`config.mk`:
```
export PLATFORM = sky130hd
export DESIGN_NAME = logic_exec_stage
export DESIGN_NICKNAME = d
export VERILOG_FILES = /design/src/rtl/logic_exec_stage.sv
export SDC_FILE = /design/constraint.sdc
export NUM_CORES = 1
export LEC_CHECK = 0
export ABC_AREA = 1
export BUFFER_PORTS_ARGS = -buffer_cell sky130_fd_sc_hd__buf_2
export CAP_MARGIN = 5
export CORE_MARGIN = 2
export CORE_UTILIZATION = 58
export DETAILED_ROUTE_END_ITERATION = 10
export PLACE_DENSITY = 0.84
export SLEW_MARGIN = 20
export SYNTH_ARGS = -nofsm -noshare
export SYNTH_HDL_FRONTEND = slang
export SYNTH_SLANG_ARGS = --single-unit
```
`constraint.sdc`:
```
create_clock -name clk -period 4.87 [get_ports clk]
set_input_delay 0.7305 -clock clk [delete_from_list [all_inputs] [get_ports clk]]
set_output_delay 0.7305 -clock clk [all_outputs]
set_load 0.01 [all_outputs]
```
`src/rtl/logic_exec_stage.sv`:
```
// Execute stage for the bitwise logic unit: one operand register (S1) followed by a
// small result FIFO so downstream stalls are absorbed before they back-pressure issue.
module logic_exec_stage #(
  parameter int unsigned WIDTH = 20,
  parameter int unsigned DEPTH = 2,
  parameter int unsigned TAGW  = 4
) (
  input  logic             clk,
  input  logic             rst,
  input  logic             in_valid,
  output logic             in_ready,
  input  logic [2:0]       in_op,
  input  logic [WIDTH-1:0] in_a,
  input  logic [WIDTH-1:0] in_b,
  input  logic [TAGW-1:0]  in_tag,
  output logic             out_valid,
  input  logic             out_ready,
  output logic [WIDTH-1:0] out_result,
  output logic             out_zero,
  output logic             out_err,
  output logic [TAGW-1:0]  out_tag,
  output logic             busy,
  output logic [15:0]      op_count
);

  localparam int unsigned PW = (DEPTH > 1) ? $clog2(DEPTH) : 1;
  localparam int unsigned CW = PW + 1;
  localparam logic [CW-1:0] DepthC = CW'(DEPTH);

  logic             s1_valid_q;
  logic [2:0]       s1_op_q;
  logic [WIDTH-1:0] s1_a_q;
  logic [WIDTH-1:0] s1_b_q;
  logic [TAGW-1:0]  s1_tag_q;

  logic [WIDTH-1:0] mem_result_q [DEPTH];
  logic [TAGW-1:0]  mem_tag_q    [DEPTH];
  logic [DEPTH-1:0] mem_zero_q;
  logic [DEPTH-1:0] mem_err_q;
  logic [PW-1:0]    wr_ptr_q;
  logic [PW-1:0]    rd_ptr_q;
  logic [CW-1:0]    count_q;
  logic [CW-1:0]    count_d;
  logic [15:0]      op_count_q;

  logic [WIDTH-1:0] res;
  logic             res_err;
  logic             res_zero;
  logic             push;
  logic             pop;
  logic             s1_adv;
  logic             accept;

  always_comb begin
    res     = '0;
    res_err = 1'b0;
    unique case (s1_op_q)
      3'b000: res = s1_a_q & s1_b_q;
      3'b001: res = s1_a_q | s1_b_q;
      3'b010: res = s1_a_q ^ s1_b_q;
      3'b011: res = ~s1_a_q;
      3'b100: res = s1_a_q;
      3'b101: res = s1_b_q;
      3'b110: res = ~(s1_a_q ^ s1_b_q);
      3'b111: begin
        res     = '0;
        res_err = 1'b1;
      end
    endcase
  end

  assign res_zero  = ~|res;
  assign out_valid = (count_q != '0);
  assign pop       = out_valid && out_ready;
  // A full queue still takes S1 when the head leaves on the same edge.
  assign s1_adv    = s1_valid_q && ((count_q < DepthC) || pop);
  assign push      = s1_adv;
  assign in_ready  = !s1_valid_q || s1_adv;
  assign accept    = in_valid && in_ready;

  always_comb begin
    count_d = count_q;
    if (push && !pop) begin
      count_d = count_q + CW'(1);
    end else if (pop && !push) begin
      count_d = count_q - CW'(1);
    end
  end

  always_ff @(posedge clk or posedge rst) begin
    if (rst) begin
      s1_valid_q <= 1'b0;
      s1_op_q    <= '0;
      s1_a_q     <= '0;
      s1_b_q     <= '0;
      s1_tag_q   <= '0;
    end else begin
      if (accept) begin
        s1_valid_q <= 1'b1;
        s1_op_q    <= in_op;
        s1_a_q     <= in_a;
        s1_b_q     <= in_b;
        s1_tag_q   <= in_tag;
      end else if (s1_adv) begin
        s1_valid_q <= 1'b0;
      end
    end
  end

  always_ff @(posedge clk or posedge rst) begin
    if (rst) begin
      for (int i = 0; i < int'(DEPTH); i++) begin
        mem_result_q[i] <= '0;
        mem_tag_q[i]    <= '0;
      end
      mem_zero_q <= '0;
      mem_err_q  <= '0;
      wr_ptr_q   <= '0;
      rd_ptr_q   <= '0;
      count_q    <= '0;
      op_count_q <= '0;
    end else begin
      if (push) begin
        mem_result_q[wr_ptr_q] <= res;
        mem_tag_q[wr_ptr_q]    <= s1_tag_q;
        mem_zero_q[wr_ptr_q]   <= res_zero;
        mem_err_q[wr_ptr_q]    <= res_err;
        wr_ptr_q               <= wr_ptr_q + PW'(1);
      end
      if (pop) begin
        rd_ptr_q   <= rd_ptr_q + PW'(1);
        op_count_q <= op_count_q + 16'd1;
      end
      count_q <= count_d;
    end
  end

  assign out_result = mem_result_q[rd_ptr_q];
  assign out_zero   = mem_zero_q[rd_ptr_q];
  assign out_err    = mem_err_q[rd_ptr_q];
  assign out_tag    = mem_tag_q[rd_ptr_q];
  assign busy       = s1_valid_q || (count_q != '0);
  assign op_count   = op_count_q;

endmodule

```
==> results of run 1 <==
[final timing paths]
kind                                     to  slack (ps)          from
setup / recovery              mem_zero_q[1]        2160    s1_op_q[1]
hold / removal                  op_count[6]         430           rst
setup reg to reg              mem_zero_q[1]        2160    s1_op_q[1]
hold reg to reg                op_count[15]         470  op_count[15]
max in group asynchronous  mem_result_q[32]        3460           rst
min in group clk               op_count[15]         470  op_count[15]
[state kept, by name (all words and copies together) (netlist names), 2 cells and up]
signal        cells
mem_zero_q        2
s1_tag_q          4
s1_a_q           20
s1_op_q           3
mem_err_q         2
count_q           2
mem_result_q     40
s1_b_q           20
mem_tag_q         8
op_count         16
[cell usage in the layout, fill, tap and decap left out, drive strengths merged]
master,instances
or2,11
nand3b,1
clkinvlp,1
mux2,5
o21ai,64
nor2,135
a21oi,45
bufinv,3
o22ai,1
buf,100
nand2,237
nand4,15
nor3,8
nor3b,1
ha,42
nand3,55
xnor2,9
inv,91
clkbuf,20
o211ai,2
xor2,8
dfrtp,120
clkinv,3
[layout make-up]
cell class              instances  area (sq um)  area share (%)
multi-input cells             639          3270            41.3
clock inverters                12           164            2.07
flip-flops and latches        120          3000            37.9
inverters                      86           330            4.17
repair buffers                100           513            6.48
clock buffers                  20           457            5.77
well taps                     143           179            2.26
[through the flow]
stage	instances	cell area (sq um)	power [mW]	hold WS, ps
6_report	1120	7920	5.00	427
4_1_cts	1120	7910	4.99	470
3_3_place_gp	1088	7290	3.56	455
2_1_floorplan	886	6830	3.07	446
3_5_place_dp	1088	7290	3.63	459
5_1_grt	1120	7920	5.38	483
[worst reg2reg max path, stage by stage (launching register included)]
cell     delay [ps]
dfrtp_1         830
nand2_1         190
nor2_2          650
nand2_1         140
o21ai_0         150
nor2_1           90
nand3_1         170
nor2_1           90
nand3_1          70
nor2_1           60
nand3_1          90
nand2_1          70
[metal layers]
| metal | vias up | global-route usage (%) | part of all wire [%] |
|---|---|---|---|
| met5 | - | 0 | 0 |
| met4 | 0 | 10.2 | 1.9 |
| li1 | 2962 | - | - |
| met3 | 30 | 6.59 | 6.4 |
| met1 | 2825 | 36.2 | 45 |
| met2 | 208 | 42.0 | 47 |
[kinds of logic after synthesis]
kind of cell    count (synthesis)  synth area share (%)
simple gates                  463                  28.8
xor+xnor                       17                  2.18
compound gates                112                  8.35
fa+ha+maj                      42                  7.69
flops                         120                  43.9
buf+inv                       127                  8.22
mux                             5                 0.824
[power groups by stage]
stage / Sequential (mW) / Clock [mW] / Combinational [mW]
floorplan: 1.55 / 0 / 1.53
detailed placement: 1.61 / 0 / 2.02
CTS: 1.60 / 1.33 / 2.06
global placement: 1.60 / 0 / 1.96
global route: 1.65 / 1.38 / 2.35
finish: 1.60 / 1.32 / 2.07
==> run_results.csv, run 1 <==
group,metric,value,unit
run_status,status,"complete, no violations",
synth,synth-seq-cells,120,
synth,synth-edff-count,0,
pwr,clockPowerShare,26.5,%
sta,tightest_slew,853,ps
route,first_pass_iters,6,
setup_path,critPathTopFamily,"simple AND/OR/NAND/NOR gates",
sta,fin_skew,10.3,ps
global_routing,grt_pass1_vias,5646,
pwr,intPower,2.88,mW
run,maxCapViolCount,0,
setup_path,cp_slowest_stage_delay,830,ps
final_layout,syn2layout_area_growth,15.9,%
synth,syn_nets,979,
setup_path,cp.required,5180,ps
floorplan,die_y,113,um
synth,synth_area_leaders,"dfrtp_1 (44%), nand2_1 (13%), ha_1 (7.7%)",
synth,synthArstFlopShare,100,%
final_layout,antenna_cells,0,
global_routing,grt_start_max_net_pins,88,
pwr,comb_power_share,41.4,%
pwr,p_sw,2.11,mW
final_layout,fin_nets,1057,
route,drt-total-wl,16.1,mm
setup_path,worst_ep_arrival_time,3010,ps
global_routing,grt_pass1_wl,27.1,mm
sta,max_freq,369,MHz
final_layout,fin_util,69.0,%
setup_path,path_cells,"nand2_1 > nor2_2 > nand2_1 > o21ai_0 > nor2_1 > nand3_1 > nor2_1 > nand3_1 > nor2_1 > nand3_1 > nand2_1",
global_routing,grt_usage,26.8,%
clock_tree,path_clk_slew,60,ps
floorplan,num_rows,39,
route,wl_per_cell,14.4,um
place,hpwlAfterDp,10.5,mm
pwr,swShare,42.3,%
synth,ys_types,36,
clock_tree,clock_sinks,120,
global_routing,antenna_found_initial,0,
route,vias_per_cell,5.38,
setup_path,path_depth,11,
synth,ys.flop_type,"dfrtp_1",
synth,synth_common_cells,"nand2_1 (232), nor2_1 (130), dfrtp_1 (120)",
floorplan,initial_core_util,59.6,%
setup_path,end_kind,"flip-flop",
sta,slew_viol_final,0,
clock_tree,cts_buffer_depth,2,
pwr,power_density,631,mW/mm^2
sta,setup_viol,0,
clock_tree,cts_tree,"yes",
clock_tree,cts-buffers-inserted,17,
sta,maxSlewHeadroom,42.9,%
floorplan,boundaryPins,96,
synth,synth_area,0.00683,sq mm
route,ant_nets,0,
pwr,leakage,4.29,nW
floorplan,die_w,113,um
synth,synth-seq-area-share,43.9,%
synth,syn-instance-count,886,
sta,rsz0062_at_grt,"no",
final_layout,nFillCells,893,
hold_path,hold_path.class,"in2async",
sta,hold_viol,0,
route,vias,6025,
pwr,p_seq_share,32.1,%
clock_tree,post_cts_resize_count,0,
route,drc,0,
clock_tree,hold_buffers,0,
synth,synth_top_area_share,43.9,%
setup_path,path_buf_inv,0,
setup_path,cp_slowest_cell,"dfrtp_1",
clock_tree,post_cts_buffers,0,
place,globalplace.congestion,0.865,
clock_tree,root_buffer,"clkbuf_16",
setup_path,crit_type,"reg2reg",
sta,post-route-min-period,2710,ps
final_layout,drive_gt1_share,16.7,%
floorplan,die_area,0.0127,sq mm
clock_tree,htree_levels,4,
synth,yosys_warnings,0,
synth,synth_area_per_cell,7.71,sq um
place,portBuffers,95,
route,initialDrtViolationCount,598,
sta,setup_tns,0,ps
setup_path,r2r_cells,11,
sta,final.setup.worst_slack,2160,ps
floorplan,core-area,0.0115,sq mm
setup_path,start_kind,"flip-flop",
clock_tree,clock_latency,430,ps
synth,yosysMostFrequentCell,"nand2_1",
global_routing,overflow,0,
sta,post-route-period-util,55.6,%
place,pre_cts_ws,2050,ps
synth,synth_top_cell_by_area,"dfrtp_1",
setup_path,path_max_fanout,17,
pwr,vdd.ir_drop.worst,0.373,mV
(Power assumes the default switching activity.)
==> inputs of run 2 (changes only) <==
--- a/config.mk
+++ b/config.mk
@@ -9,9 +9,9 @@
 export BUFFER_PORTS_ARGS = -buffer_cell sky130_fd_sc_hd__buf_2
 export CAP_MARGIN = 5
 export CORE_MARGIN = 2
-export CORE_UTILIZATION = 58
+export CORE_UTILIZATION = 52
 export DETAILED_ROUTE_END_ITERATION = 10
-export PLACE_DENSITY = 0.84
+export PLACE_DENSITY = 0.79
 export SLEW_MARGIN = 20
 export SYNTH_ARGS = -nofsm -noshare
 export SYNTH_HDL_FRONTEND = slang
==> constraint.sdc (replaced) <==
create_clock -name clk -period 2.4 [get_ports clk]
set_input_delay 0.36 -clock clk [delete_from_list [all_inputs] [get_ports clk]]
set_output_delay 0.36 -clock clk [all_outputs]
set_load 0.01 [all_outputs]
==> run_results.csv, run 2 (synthesis results as in run 1) <==
group,metric,value,unit
sta,final.setup.worst_slack,346,ps
pwr,comb_power_share,43.4,%
floorplan,core-area,0.0127,sq mm
final_layout,post_layout_nonfiller_instances,1174,
pwr,p_sw,4.31,mW
final_layout,reg.largest.list,"mem_result_q (40), s1_a_q (20), s1_b_q (20)",
setup_path,start_kind,"flip-flop",
pwr,intPower,6.22,mW
place,placed_cell_area,0.00754,sq mm
pwr,power,10.5,mW
pwr,p_seq_share,30.7,%
route,vias_per_cell,5.13,
sta,post-route-period-util,85.6,%
pwr,clockPowerShare,25.8,%
sta,hold_viol,0,
sta,setup_viol,0,
clock_tree,cts-buffers-inserted,17,
clock_tree,hold_buffers,0,
floorplan,die_w,119,um
sta,max_freq,487,MHz
global_routing,antenna_found_initial,0,
sta,hold_ws,99.0,ps
global_routing,overflow,0,
sta,slew_viol_final,0,
route,initialDrtViolationCount,604,
sta,fin_skew,3.16,ps
route,drt-total-wl,16.3,mm
route,vias,6026,
place,dp.cells,1142,
place,pre_cts_ws,443,ps
clock_tree,cts_tree,"yes",
final_layout,nFillCells,1138,
route,ant_nets,0,
floorplan,num_rows,41,
route,wl_per_cell,13.9,um
final_layout,syn2layout_area_growth,19.6,%
pwr,power_density,1290,mW/mm^2
pwr,swShare,40.9,%
pwr,leakage,4.43,nW
sta,tightest_slew,635,ps
final_layout,fin_util,64.2,%
run,maxCapViolCount,0,
floorplan,initial_core_util,53.7,%
final_layout,largest-register,"mem_result_q",
floorplan,boundaryPins,96,
route,first_pass_iters,5,
global_routing,grt_pass1_vias,5773,
floorplan,die_area,0.0141,sq mm
setup_path,cp.required,2040,ps
clock_tree,post_cts_buffers,0,
place,portBuffers,95,
final_layout,design_area,0.00817,sq mm
clock_tree,cts_buffer_depth,2,
setup_path,end_kind,"primary output",
setup_path,r2r_cells,10,
place,hpwlAfterDp,11.0,mm
global_routing,grt_usage,24.5,%
place,globalplace.congestion,0.903,
setup_path,path_max_fanout,14,
clock_tree,clock_sinks,120,
final_layout,antenna_cells,0,
run_status,status,"complete, no violations",
final_layout,final_common_cell,"nand2_1",
sta,rsz0062_at_grt,"no",
clock_tree,clock_latency,420,ps
sta,setup_tns,0,ps
global_routing,grt_start_max_net_pins,121,
floorplan,die_y,119,um
setup_path,worst_ep_arrival_time,1690,ps
final_layout,fin_nets,1082,
hold_path,hold_path.class,"in2async",
global_routing,grt_pass1_wl,27.7,mm
sta,maxSlewHeadroom,57.7,%
clock_tree,post_cts_resize_count,0,
clock_tree,htree_levels,4,
pwr,vdd.ir_drop.worst,0.591,mV
final_layout,final_cell_mix,"nand2_1 (232), nor2_1 (130), dfrtp_1 (120), buf_2 (95), inv_1 (79)",
setup_path,crit_type,"reg2out",
sta,post-route-min-period,2050,ps
clock_tree,root_buffer,"clkbuf_16",
clock_tree,path_clk_slew,60,ps
route,drc,0,
final_layout,largest_reg_flops,40,
final_layout,drive_gt1_share,18.6,%
## run 2: changes by cell type in the layout (fill, tap and decap cells not counted)
cell,delta
clkinv_4,+1
buf_12,+2
buf_4,+23
bufinv_16,+1
nand2_1,+1
clkinv_2,+2
clkbuf_1,+1
nand2_2,-1
inv_6,-5
## run 2: final timing paths
path	start	endpoint	slack, ps
max in group asynchronous	rst	mem_result_q[28]	1800
min in group clk	in_tag[1]	s1_tag_q[1]	170
hold / removal	rst	mem_tag_q[5]	100
setup reg to reg	s1_op_q[1]	mem_zero_q[1]	370
hold reg to reg	op_count[15]	op_count[15]	470
setup / recovery	rd_ptr_q	out_zero	350
## run 2: power by group through the flow
stage	combinational, mW	clock [mW]	sequential, mW
after floorplan	3.10	0	3.14
after global placement	4.42	0	3.22
after detailed placement	4.49	0	3.25
after CTS	4.55	2.74	3.23
after global routing	5.19	2.83	3.33
final	4.58	2.72	3.24
## run 2: area by class of cell
| class | instances | area (sq um) | area share, % |
|---|---|---|---|
| Multi-Input combinational cell | 639 | 3270 | 40.0 |
| Sequential cell | 120 | 3000 | 36.7 |
| Timing Repair Buffer | 125 | 726 | 8.88 |
| Clock buffer | 21 | 460 | 5.63 |
| Inverter | 86 | 329 | 4.03 |
| Tap cell | 172 | 215 | 2.63 |
| Clock inverter | 11 | 170 | 2.08 |
## run 2: layer usage
layer | up-vias | share of wire [%] | track usage (%)
met5 | - | 0 | 0
met4 | 0 | 1.5 | 7.74
met3 | 23 | 5.7 | 4.83
met2 | 198 | 46 | 37.8
met1 | 2800 | 46 | 34.8
li1 | 3005 | - | -
## run 2: worst max-delay path, cell delays in order, from the launching register on
cell	delay, ps
dfrtp_1	370
buf_4	190
inv_1	360
nand2_1	110
nand2_1	100
buf_2	130
